File: config.mk
export PLATFORM = sky130hd
export DESIGN_NAME = conv_sched_ctrl
export DESIGN_NICKNAME = d
export VERILOG_FILES = /design/src/rtl/conv_sched_ctrl.sv
export SDC_FILE = /design/constraint.sdc
export NUM_CORES = 1
export LEC_CHECK = 0
export CAP_MARGIN = 5
export CORE_MARGIN = 1.5
export CORE_UTILIZATION = 57
export CTS_CLUSTER_DIAMETER = 60
export DETAILED_ROUTE_END_ITERATION = 6
export PLACE_DENSITY = 0.77
export SETUP_SLACK_MARGIN = 0.4
export SLEW_MARGIN = 5
export SYNTH_ARGS = -nofsm -noshare
export SYNTH_HDL_FRONTEND = slang
export SYNTH_SLANG_ARGS = --single-unit
File: constraint.sdc
create_clock -name clk -period 7.3 [get_ports clk]
set_input_delay 1.095 -clock clk [delete_from_list [all_inputs] [get_ports clk]]
set_output_delay 1.095 -clock clk [all_outputs]
set_load 0.02 [all_outputs]
File: src/rtl/conv_sched_ctrl.sv
// conv_sched_ctrl: sequencer for a 5x5 convolution over an IMG_W x IMG_H 8-bit
// grayscale image held in a single-port SRAM. Loads 25 signed coefficients,
// then walks each output pixel's window in raster order, zero-padding at the
// image borders, and emits one clamped 8-bit result per out_valid pulse.
// Optional feature: define CONV_ABS_EN to emit min(|acc|, 255) (edge magnitude)
// instead of clamping negative sums to 0. Timing and ports are unchanged.
module conv_sched_ctrl #(
  parameter int IMG_W  = 256,
  parameter int IMG_H  = 256,
  parameter int ADDR_W = 16,
  parameter int ACC_W  = 21
) (
  input  logic              clk,
  input  logic              rst,
  input  logic              start,
  input  logic              fc_valid,
  input  logic signed [7:0] fc,
  output logic              sram_rd,
  output logic [ADDR_W-1:0] sram_addr,
  input  logic [7:0]        sram_rdata,
  output logic [7:0]        out_pixel,
  output logic              out_valid,
  output logic              busy,
  output logic              done
);

  localparam int ROW_W = (IMG_H > 1) ? $clog2(IMG_H) : 1;
  localparam int COL_W = (IMG_W > 1) ? $clog2(IMG_W) : 1;
  localparam int NTAPS = 25;
  localparam logic signed [ACC_W-1:0] PIX_MAX = ACC_W'(255);

  typedef enum logic [2:0] {S_IDLE, S_LOAD, S_FETCH, S_DRAIN, S_EMIT, S_DONE} state_t;

  // One window tap: whether it lies inside the image, and its SRAM address.
  typedef struct packed {
    logic              ok;
    logic [ADDR_W-1:0] addr;
  } tap_req_t;

  state_t                  state;
  logic signed [7:0]       coef [NTAPS];
  logic [4:0]              k;          // coefficients captured so far
  logic [ROW_W-1:0]        row;
  logic [COL_W-1:0]        col;
  logic [4:0]              tap;        // 0..24, row-major within the window
  logic [2:0]              tap_m;      // window row 0..4 (offset +2)
  logic [2:0]              tap_n;      // window column 0..4 (offset +2)
  logic [4:0]              tap_d;      // tap whose read data arrives this cycle
  logic                    pad_d;      // that tap was outside the image
  logic                    mac_en;     // accumulate this cycle
  logic signed [ACC_W-1:0] acc;
  logic signed [ACC_W-1:0] acc_next;
  logic signed [16:0]      coef_ext;
  logic signed [16:0]      pix_ext;
  logic signed [16:0]      product;
  logic                    last_col;
  logic                    last_row;
  logic [COL_W-1:0]        next_col;
  logic [ROW_W-1:0]        next_row;
  logic [2:0]              nxt_m;
  logic [2:0]              nxt_n;
  tap_req_t                req_first;
  tap_req_t                req_next;
  tap_req_t                req_pixel;

  // Map (pixel row/col, window offset) to an in-bounds flag and an address.
  function automatic tap_req_t lookup(input logic [ROW_W-1:0] r, input logic [COL_W-1:0] c,
                                      input logic [2:0] m, input logic [2:0] n);
    int       y;
    int       x;
    tap_req_t q;
    y      = int'(r) + int'(m) - 2;
    x      = int'(c) + int'(n) - 2;
    q.ok   = (y >= 0) && (y < IMG_H) && (x >= 0) && (x < IMG_W);
    q.addr = ADDR_W'(y * IMG_W + x);
    return q;
  endfunction

  // Saturate the accumulator to an 8-bit pixel.
  function automatic logic [7:0] clamp_pix(input logic signed [ACC_W-1:0] a);
    logic signed [ACC_W-1:0] v;
`ifdef CONV_ABS_EN
    v = a[ACC_W-1] ? -a : a;
`else
    v = a[ACC_W-1] ? '0 : a;
`endif
    return (v > PIX_MAX) ? 8'hFF : v[7:0];
  endfunction

  // Raster position and window-walk lookahead.
  assign last_col  = (col == COL_W'(IMG_W - 1));
  assign last_row  = (row == ROW_W'(IMG_H - 1));
  assign next_col  = last_col ? '0 : col + 1'b1;
  assign next_row  = last_col ? row + 1'b1 : row;
  assign nxt_n     = (tap_n == 3'd4) ? 3'd0 : tap_n + 3'd1;
  assign nxt_m     = (tap_n == 3'd4) ? tap_m + 3'd1 : tap_m;
  assign req_first = lookup(ROW_W'(0), COL_W'(0), 3'd0, 3'd0);
  assign req_next  = lookup(row, col, nxt_m, nxt_n);
  assign req_pixel = lookup(next_row, next_col, 3'd0, 3'd0);

  // Multiply-accumulate for the tap whose read data is on sram_rdata now.
  // NOTE: every signal here is assigned on every pass, so no latch is inferred.
  always_comb begin
    coef_ext = {{9{coef[tap_d][7]}}, coef[tap_d]};
    pix_ext  = {9'd0, (pad_d ? 8'd0 : sram_rdata)};
    product  = coef_ext * pix_ext;
    acc_next = mac_en ? acc + {{(ACC_W-17){product[16]}}, product} : acc;
  end

  // Control FSM with registered outputs, read pipeline and accumulator.
  always_ff @(posedge clk) begin
    if (rst) begin
      state     <= S_IDLE;
      k         <= '0;
      row       <= '0;
      col       <= '0;
      tap       <= '0;
      tap_m     <= '0;
      tap_n     <= '0;
      tap_d     <= '0;
      pad_d     <= 1'b0;
      mac_en    <= 1'b0;
      acc       <= '0;
      // NOTE: the 25 coefficients are plain flops, so they take the reset too;
      // a RAM-based store would not be reset this way.
      for (int i = 0; i < NTAPS; i++) coef[i] <= '0;
      sram_rd   <= 1'b0;
      sram_addr <= '0;
      out_pixel <= '0;
      out_valid <= 1'b0;
      busy      <= 1'b0;
      done      <= 1'b0;
    end else begin
      // NOTE: these defaults are non-blocking; a later assignment to the same
      // register within this block takes precedence.
      out_valid <= 1'b0;
      sram_rd   <= 1'b0;
      mac_en    <= 1'b0;
      acc       <= acc_next;
      tap_d     <= tap;
      pad_d     <= ~sram_rd;
      case (state)
        S_IDLE: begin
          if (start) begin
            state <= S_LOAD;
            k     <= '0;
            busy  <= 1'b1;
          end
        end
        S_LOAD: begin
          if (!start) begin
            state <= S_IDLE;
            busy  <= 1'b0;
          end else if (fc_valid) begin
            coef[k] <= fc;
            k       <= k + 1'b1;
            if (k == 5'd24) begin
              state   <= S_FETCH;
              row     <= '0;
              col     <= '0;
              acc     <= '0;
              tap     <= '0;
              tap_m   <= '0;
              tap_n   <= '0;
              sram_rd <= req_first.ok;
              if (req_first.ok) sram_addr <= req_first.addr;
            end
          end
        end
        S_FETCH: begin
          if (!start) begin
            state <= S_IDLE;
            busy  <= 1'b0;
          end else begin
            mac_en <= 1'b1;
            if (tap == 5'd24) begin
              state <= S_DRAIN;
            end else begin
              tap     <= tap + 1'b1;
              tap_m   <= nxt_m;
              tap_n   <= nxt_n;
              sram_rd <= req_next.ok;
              if (req_next.ok) sram_addr <= req_next.addr;
            end
          end
        end
        S_DRAIN: begin
          if (!start) begin
            state <= S_IDLE;
            busy  <= 1'b0;
          end else begin
            state     <= S_EMIT;
            out_pixel <= clamp_pix(acc_next);
            out_valid <= 1'b1;
          end
        end
        S_EMIT: begin
          acc <= '0;
          col <= next_col;
          row <= next_row;
          if (!start) begin
            state <= S_IDLE;
            busy  <= 1'b0;
          end else if (last_col && last_row) begin
            state <= S_DONE;
            busy  <= 1'b0;
            done  <= 1'b1;
          end else begin
            state   <= S_FETCH;
            tap     <= '0;
            tap_m   <= '0;
            tap_n   <= '0;
            sram_rd <= req_pixel.ok;
            if (req_pixel.ok) sram_addr <= req_pixel.addr;
          end
        end
        S_DONE: begin
          if (!start) begin
            state <= S_IDLE;
            done  <= 1'b0;
          end
        end
        default: begin
          state <= S_IDLE;
          busy  <= 1'b0;
          done  <= 1'b0;
        end
      endcase
    end
  end

endmodule

==> results of run 1 <==
-- path summary, 6_finish.rpt --
kind                 from            to  slack, ns  cells past startpoint
max                  flop  out_pixel[0]      -0.77                     32
min          out_pixel[5]  out_pixel[5]       0.45                      2
max reg2reg          flop  out_pixel[0]      -0.77                     32
min reg2reg  out_pixel[5]  out_pixel[5]       0.45                      2
-- placed cells by master (no fill, tap or decap), drive strengths merged, types with 12 or more instances in the layout --
master,count
edfxtp,256
and2,216
nor2,197
buf,139
inv,123
ha,121
dfxtp,91
mux4,80
a21oi,77
nand2,71
o21ai,47
xnor2,46
clkdlybuf4s50,46
clkbuf,46
fa,42
or2,35
nand3,28
nand2b,26
xor2,24
a211oi,24
nor2b,19
mux2i,19
nand4,17
nor3,17
clkinv,17
a21o,16
or3,12
-- critical path, delay by kind of cell, from the launching register on --
kind            cells  cell delay (ns)
fa+ha+maj           6             2.66
compound gates      7             1.56
xor+xnor            1             0.16
simple gates        5             0.75
mux                 4             1.50
flops               1             0.41
buf+inv             9             0.87
-- repair_timing --
item / CTS / global route
gates resized for setup: 56 / 46
setup buffers: 22 / 6
setup endpoints to repair: 17 / 21
pin swaps: 43 / 37
cloned: 3 / 0
-- kinds of logic after synthesis --
family / count (synthesis) / synth area share
buf+inv: 197 / 0.0374
xor+xnor: 70 / 0.0301
compound gates: 244 / 0.0788
fa+ha+maj: 163 / 0.116
simple gates: 665 / 0.173
flops: 347 / 0.466
mux: 101 / 0.0988
-- final cells by class --
class                   count  area share
clock buffers              46      0.0425
inverters                 120      0.0187
well taps                 461      0.0238
clock inverters            26      0.0104
flip-flops and latches    347       0.392
multi-input cells        1243       0.440
repair buffers            186      0.0724
-- power groups by stage --
stage	Clock [mW]	Sequential, mW	Combinational, mW
floorplan	0	2.21	0.356
global placement	0	2.22	0.548
detailed placement	0	2.22	0.560
CTS	1.98	2.18	0.599
global route	2.05	2.18	0.702
finish	1.96	2.18	0.646
-- sequential cells by signal, indices dropped and copies added (netlist names), named ones only --
name / flops
row: 8
busy: 1
pad_d: 1
state: 3
col: 8
out_pixel: 8
done: 1
tap: 5
sram_addr: 16
acc: 21
tap_m: 3
out_valid: 1
coef: 256
mac_en: 1
k: 5
sram_rd: 1
tap_n: 3
-- per-layer routing --
layer,up-vias,GRT usage,routed length (microns),part of all wire
met1,7107,0.361,20600,0.42
met4,0,0.0760,1260,0.026
li1,6662,-,-,-
met2,471,0.466,24300,0.49
met3,97,0.0449,3120,0.063
met5,-,0,0,0
==> impl_summary.md, run 1 <==
Outcome
The flow ran to the end, but the final reports show violations. The checks that failed: setup timing.

Finish
After filler insertion, the fill cell instance count of the layout stands at ~2,500. Once layout is complete, the cells apart from fillers number 2,429. Compared with the post-synthesis result, the final layout area differs by 19.1%.

The multi-input combinational cells in the finished layout cover a total of roughly 11,000 sq um. The proportion of layout cells with a drive suffix above 1 is 0.220. Summing all non-filler instances in the final layout gives an area of ~24,000 sq um. The sequential cells in the finished layout cover a total of ~9500 sq um. The antenna diode count is 0. Once layout is complete, the utilization of the core stands at 0.686.

In the final design database the tool counted 2,120 nets.

CTS
The clock slew at the register clock pins of the worst setup and hold paths is 0.06 ns. The clock net in this run drives a total of between 300 and 400 sinks. TritonCTS built the clock tree.

Clock latency on the worst-skew pair, taken at its later pin, is 0.55 ns. The longest clock path from root to sink contains 3 buffers. TritonCTS created 39 clock buffers. Buffers inserted to repair hold after CTS numbered 0. The H-tree depth is 2. The buffer type at the clock tree root is clkbuf_16.

Critical path
At the worst endpoint, the required time is slightly below 8 ns. The critical path is of the flop to flop type. The largest individual stage delay along the critical path comes from the cell fa_1. The largest fanout on the critical path is 8. The largest stage delay on the critical path is 0.56 ns.

The endpoint type of the worst setup path is a flop. Data on the critical path arrives at its endpoint at between 8 and 9 ns. The worst setup path is launched from a flop. The cell seen most often among critical-path stages is fa_1.

Yosys
The mean instance size in the synthesized netlist is about 11 sq um. Synthesis produced a netlist whose cell count is roughly 1,800. Among all cell types in the netlist, the one instantiated most often is edfxtp_1. Counting flops with a built-in enable in the synthesized netlist gives about 260.

In the synthesized netlist the async set-or-reset flop fraction comes to 0. In the post-synthesis netlist, the biggest area contributors are edfxtp_1 (38%), dfxtp_1 (8.9%), mux4_2 (8.8%). The number of distinct library cells after synthesis is 73. The portion of the post-synthesis area used by sequential elements is 0.466.

Counting instances in the post-synthesis netlist gives the leading cell types as edfxtp_1 (256), and2_1 (215), nor2_1 (196). The register bit count reported by yosys is 347. The share of synthesized area in the top cell type comes to 0.377. The largest area contributor in the netlist is edfxtp_1. The area of the mapped netlist is just over 20,000 sq um. The number of nets in the synthesized netlist is ~2,000.

During synthesis, Yosys emitted a total of 0 warnings. The commonest register cell after synthesis is edfxtp_1.

Timing
In the finished design, the share of the clock period the worst path needs comes to 1.11. For the pin with the worst max-slew slack, the measured transition is 1.28 ns. The number of slew-limit violations in the final report came to 0. Hold is met by around 0.45 ns. The highest clock frequency the design can meet is approximately 0.12 GHz.

The relative max-transition margin is 0.141. The count of final hold-check violations came to 0. The setup slack of the critical path after layout is -0.775 ns. Setup violations remaining at the end of the flow were counted as 14.

The minimum clock period is approximately 8 ns. The clock arrives with 0.0266 ns of skew. Adding up every negative setup slack in the final design gives -7.59 ns. Setup repair after global routing could not meet its margin everywhere.

Place
Timing analysis after detailed placement gives a worst setup slack of -0.714 ns. The weighted congestion at the end of routability-driven global placement is approximately 0.89. The total half-perimeter wirelength after legalization and detailed placement is between 30,000 and 40,000 microns.

The post-placement cell area is ~22,000 sq um. Including well taps, the total number of placed cells is ~2,300. The quantity of I/O buffers inserted on ports is 47.

Global routing
The maximum number of pins on one net before global-route repair is 75. The number of antenna violations at the first check in global routing is 0. The final global-route overflow total is 0. The via count of the first global-routing pass is 14,609. For this run, the total global-route usage over all layers was measured as 0.273. The first-pass GRT wire length is slightly below 80,000 microns.

Floorplan
The floorplan has a little under 70 rows. From bottom edge to top edge, the die measures slightly below 200 microns. In this run the horizontal extent of the chip is just under 200 microns. The initial core utilization is 0.576. The die area is about 37,000 sq um. The number of top-level pins is 48. The total area inside the core boundary comes to about 35,000 sq um.

Drt
The total via count in the routed design is 14,337. The number of detailed-route iterations in the first pass is 5. The DRC marker count from the first detailed-route iteration is 1,074. The average wire length per cell after detail routing is 20.3 microns. The routed via count divided by cell count is roughly 5.9.

The routed wire length is just under 50,000 microns. The remaining routing DRC violations is 0. The count of nets left with antenna violations once routing finished came out at 0.

Power and ir drop
The share of total power dissipated in sequential elements is 0.455. The power density over the cells is 197 nW/um^2. The part of the total power dissipated in combinational logic is 0.135. Summed over all nets, the switching power comes to roughly 1.2 mW. The cell leakage power is 9.26 nW. The internal power is 3.59 mW. Of the total power, the share spent switching nets is 0.249. The overall power after layout is 4.79 mW. The worst ir drop on vdd is between 150 and 200 uV.

The share of total power dissipated in the clock network is 0.410.

Worst hold path
The worst hold-check path type is flop to flop.

Run
The count of max-cap constraint violations is 0.
Note: power is estimated with default switching activity, not from simulation.
==> run 2, diff against run 1 <==
--- a/config.mk
+++ b/config.mk
@@ -5,7 +5,7 @@
 export SDC_FILE = /design/constraint.sdc
 export NUM_CORES = 1
 export LEC_CHECK = 0
-export CAP_MARGIN = 5
+export CAP_MARGIN = 30
 export CORE_MARGIN = 1.5
 export CORE_UTILIZATION = 57
 export CTS_CLUSTER_DIAMETER = 60
==> impl_summary.md, run 2 (same netlist as run 1, synthesis figures left out) <==
Outcome
The flow ran to the end, but the final reports show violations. The checks that failed: setup timing.

Floorplan
The placement row count is 69. After floorplanning, the core was sized to cover roughly 35,000 sq um. 48 I/O pins were placed. The die area is roughly 37,000 sq um.

The initial utilization of the core area, before any placement, comes to 0.576. From left edge to right edge, the die measures around 190 microns. Measured along the y axis, the die boundary spans 192 microns.

Finish
The top register by number of flip-flops is coef. The proportion of layout cells with a drive suffix above 1 is 0.212. Once layout is complete, the utilization of the core stands at 0.689.

The sequential cells in the finished layout cover a total of 9510 sq um. 0 antenna diodes ended up in the layout. The largest registers in the layout are coef x256, acc x21, sram_addr x16.

The net count of the finished layout is around 2,100. The area of combinational cells with multiple inputs is ~11,000 sq um. The library cell used most frequently in the layout, excluding fill and tap cells, is edfxtp_1. Leaving out fill and tap cells, the most frequent cells in the layout are edfxtp_1 (256), and2_1 (213), nor2_1 (187).

The number of flip-flops under the largest register name is between 200 and 300. Excluding fillers, the count of instances in the completed layout stands at approximately 2,400. The area added between synthesis and finish is 19.7%.

Fill cells in the final layout number between 2,000 and 2,500.

Critical path
In this design, the stage delay of the slowest critical-path cell is 0.56 ns. In this run the worst path has a maximum fanout of 7. The type of the setup path with the least slack is flop to flop. The required time of the critical path is between 7 and 8 ns. The cell with the biggest individual delay on the critical path is mux4_2. The cell seen most often among critical-path stages is fa_1. STA puts the critical path data arrival time at around 8.5 ns.

The endpoint type of the worst setup path is a flop. The worst setup path is launched from a flop.

Drt
The remaining antenna violation count is 0. The number of detailed-route iterations in the first pass is 6. In this run, the number of DRC markers left after iteration 0 of detailed routing was around 1,200. Using the TritonRoute via totals, the vias-per-cell ratio works out to around 5.9.

The total via count in the routed design is about 14,000. The remaining routing DRC violations is 0. After detailed routing, the average wire length per cell comes to 20.3 microns.

The routed wire length is approximately 49,000 microns.

Power and ir drop
The share of total power consumed by net switching is 0.238. The share of total power dissipated in sequential elements is 0.442. Across the VDD grid, the largest voltage drop is 159 uV. For this design the total switching power over the nets is 1.17 mW.

The part of the total power dissipated in combinational logic is 0.126. The power density over the cells is just over 200 nW/um^2. The completed layout was analyzed and its total power is about 4.9 mW. Internal power comes to between 3 and 4 mW. Of the total power, the clock network draws 0.432. The cell leakage power is approximately 9.4 nW.

Global routing
The maximum number of pins on one net before global-route repair is 75. The number of antenna violations at the first check in global routing was 2. The via count of the first global-routing pass is approximately 15,000. The first-pass GRT wire length is 78,100 microns. In the global route stage, overall resource usage came out at 0.275.

Global routing finished with a remaining overflow of 0.

Place
The placed cell count is 2,332. Routability-driven placement finished with a final weighted congestion of slightly below 0.9. The worst setup slack before clock tree synthesis is -0.728 ns. The total half-perimeter wirelength after legalization and detailed placement is 33,500 microns. The quantity of I/O buffers inserted on ports is 47.

Timing
The final cycle utilization of the critical path is 1.10. The measured slew at the worst slew-check pin is 0.941 ns. Setup repair after global routing could not meet its margin everywhere.

Setup slack on the critical path of the routed design comes to -0.736 ns. In this run the tightest slew margin relative to its limit is 0.373. The minimum clock period is between 8 and 9 ns.

The number of failing setup endpoints in the final timing report is 14. Derived from the worst setup path, the maximum achievable clock frequency is between 0.1 and 0.15 GHz. The number of slew-limit violations in the final report was 0. The count of final hold-check violations was 0. The worst clock skew is roughly 0.02 ns.

CTS
The number of CTS-inserted buffers is 39. The H-tree depth is 2. Counting every sink on the clock net gives ~350. The CTS tree is done.

The clock slew at the register clock pins of the worst setup and hold paths is roughly 0.06 ns. The cell sitting at the root of the clock tree is a clkbuf_16. Clock latency on the worst-skew pair, taken at its later pin, is 0.56 ns.

The maximum root-to-sink buffer count is 3. For this design, the CTS-stage hold fixing added 0 buffers.

Worst hold path
The worst hold-check path type is flop to flop.

Run
The count of max-cap constraint violations is 0.
==> run 2: cell types whose count changed in the layout (fill, tap and decap cells not counted), moves of 3 or more <==
cell	delta
buf_4	+5
buf_8	+7
bufinv_16	+5
clkinv_2	-9
clkinv_4	+3
ha_1	+5
ha_2	-3
o21ai_1	+3
o21ai_4	-3
==> run 2: routing by layer <==
| metal | part of all wire | wire [microns] | vias up | global-route usage |
|---|---|---|---|---|
| met1 | 0.41 | 20200 | 7051 | 0.362 |
| li1 | - | - | 6688 | - |
| met2 | 0.48 | 23900 | 550 | 0.457 |
| met3 | 0.076 | 3750 | 104 | 0.0568 |
| met4 | 0.031 | 1550 | 2 | 0.0900 |
| met5 | 0.00028 | 14 | - | 0 |
==> run 2: final cells by class <==
cell class / instances / area share
Clock buffer: 47 / 0.0425
Clock inverter: 24 / 0.0146
Inverter: 120 / 0.0186
Multi-Input combinational cell: 1243 / 0.434
Sequential cell: 347 / 0.390
Tap cell: 461 / 0.0236
Timing Repair Buffer: 196 / 0.0769
==> run 2: power by group through the flow <==
stage / registers [mW] / clock network (mW) / logic, mW
6_report: 2.18 / 2.13 / 0.622
5_1_grt: 2.18 / 2.22 / 0.680
4_1_cts: 2.18 / 2.15 / 0.596
3_5_place_dp: 2.22 / 0 / 0.565
3_3_place_gp: 2.22 / 0 / 0.548
2_1_floorplan: 2.21 / 0 / 0.356
==> run 2: final timing paths <==
path	endpoint	depth (start not counted)	slack, ns	startpoint
max reg2reg	out_pixel[2]	31	-0.74	flop
min reg2reg	out_pixel[5]	2	0.45	out_pixel[5]
max	out_pixel[2]	31	-0.74	flop
min	out_pixel[5]	2	0.45	out_pixel[5]
==> run 2: worst max-delay path, delay by kind of cell, from the launching register on <==
kind / cells / cell delay (ns)
compound gates: 8 / 1.64
mux: 3 / 1.35
simple gates: 5 / 0.94
fa+ha+maj: 6 / 2.58
xor+xnor: 1 / 0.16
buf+inv: 8 / 0.90
flops: 1 / 0.36
==> run 2: stage by stage <==
stage	TNS (ns)	instance area, sq um	hold slack [ns]
after floorplan	-1.05	20700	0.453
after global placement	-5.36	22200	0.438
after detailed placement	-6.63	22300	0.443
after CTS	-4.49	24200	0.453
after global routing	-10.42	24400	0.484
final	-6.84	24400	0.452
==> run 2: timing repair <==
| item | in CTS | in global routing |
|---|---|---|
| setup buffers | 17 | 15 |
| gates cloned | 3 | 0 |
| resized for setup | 46 | 32 |
| pin swaps | 39 | 48 |
| setup endpoints to repair | 17 | 21 |
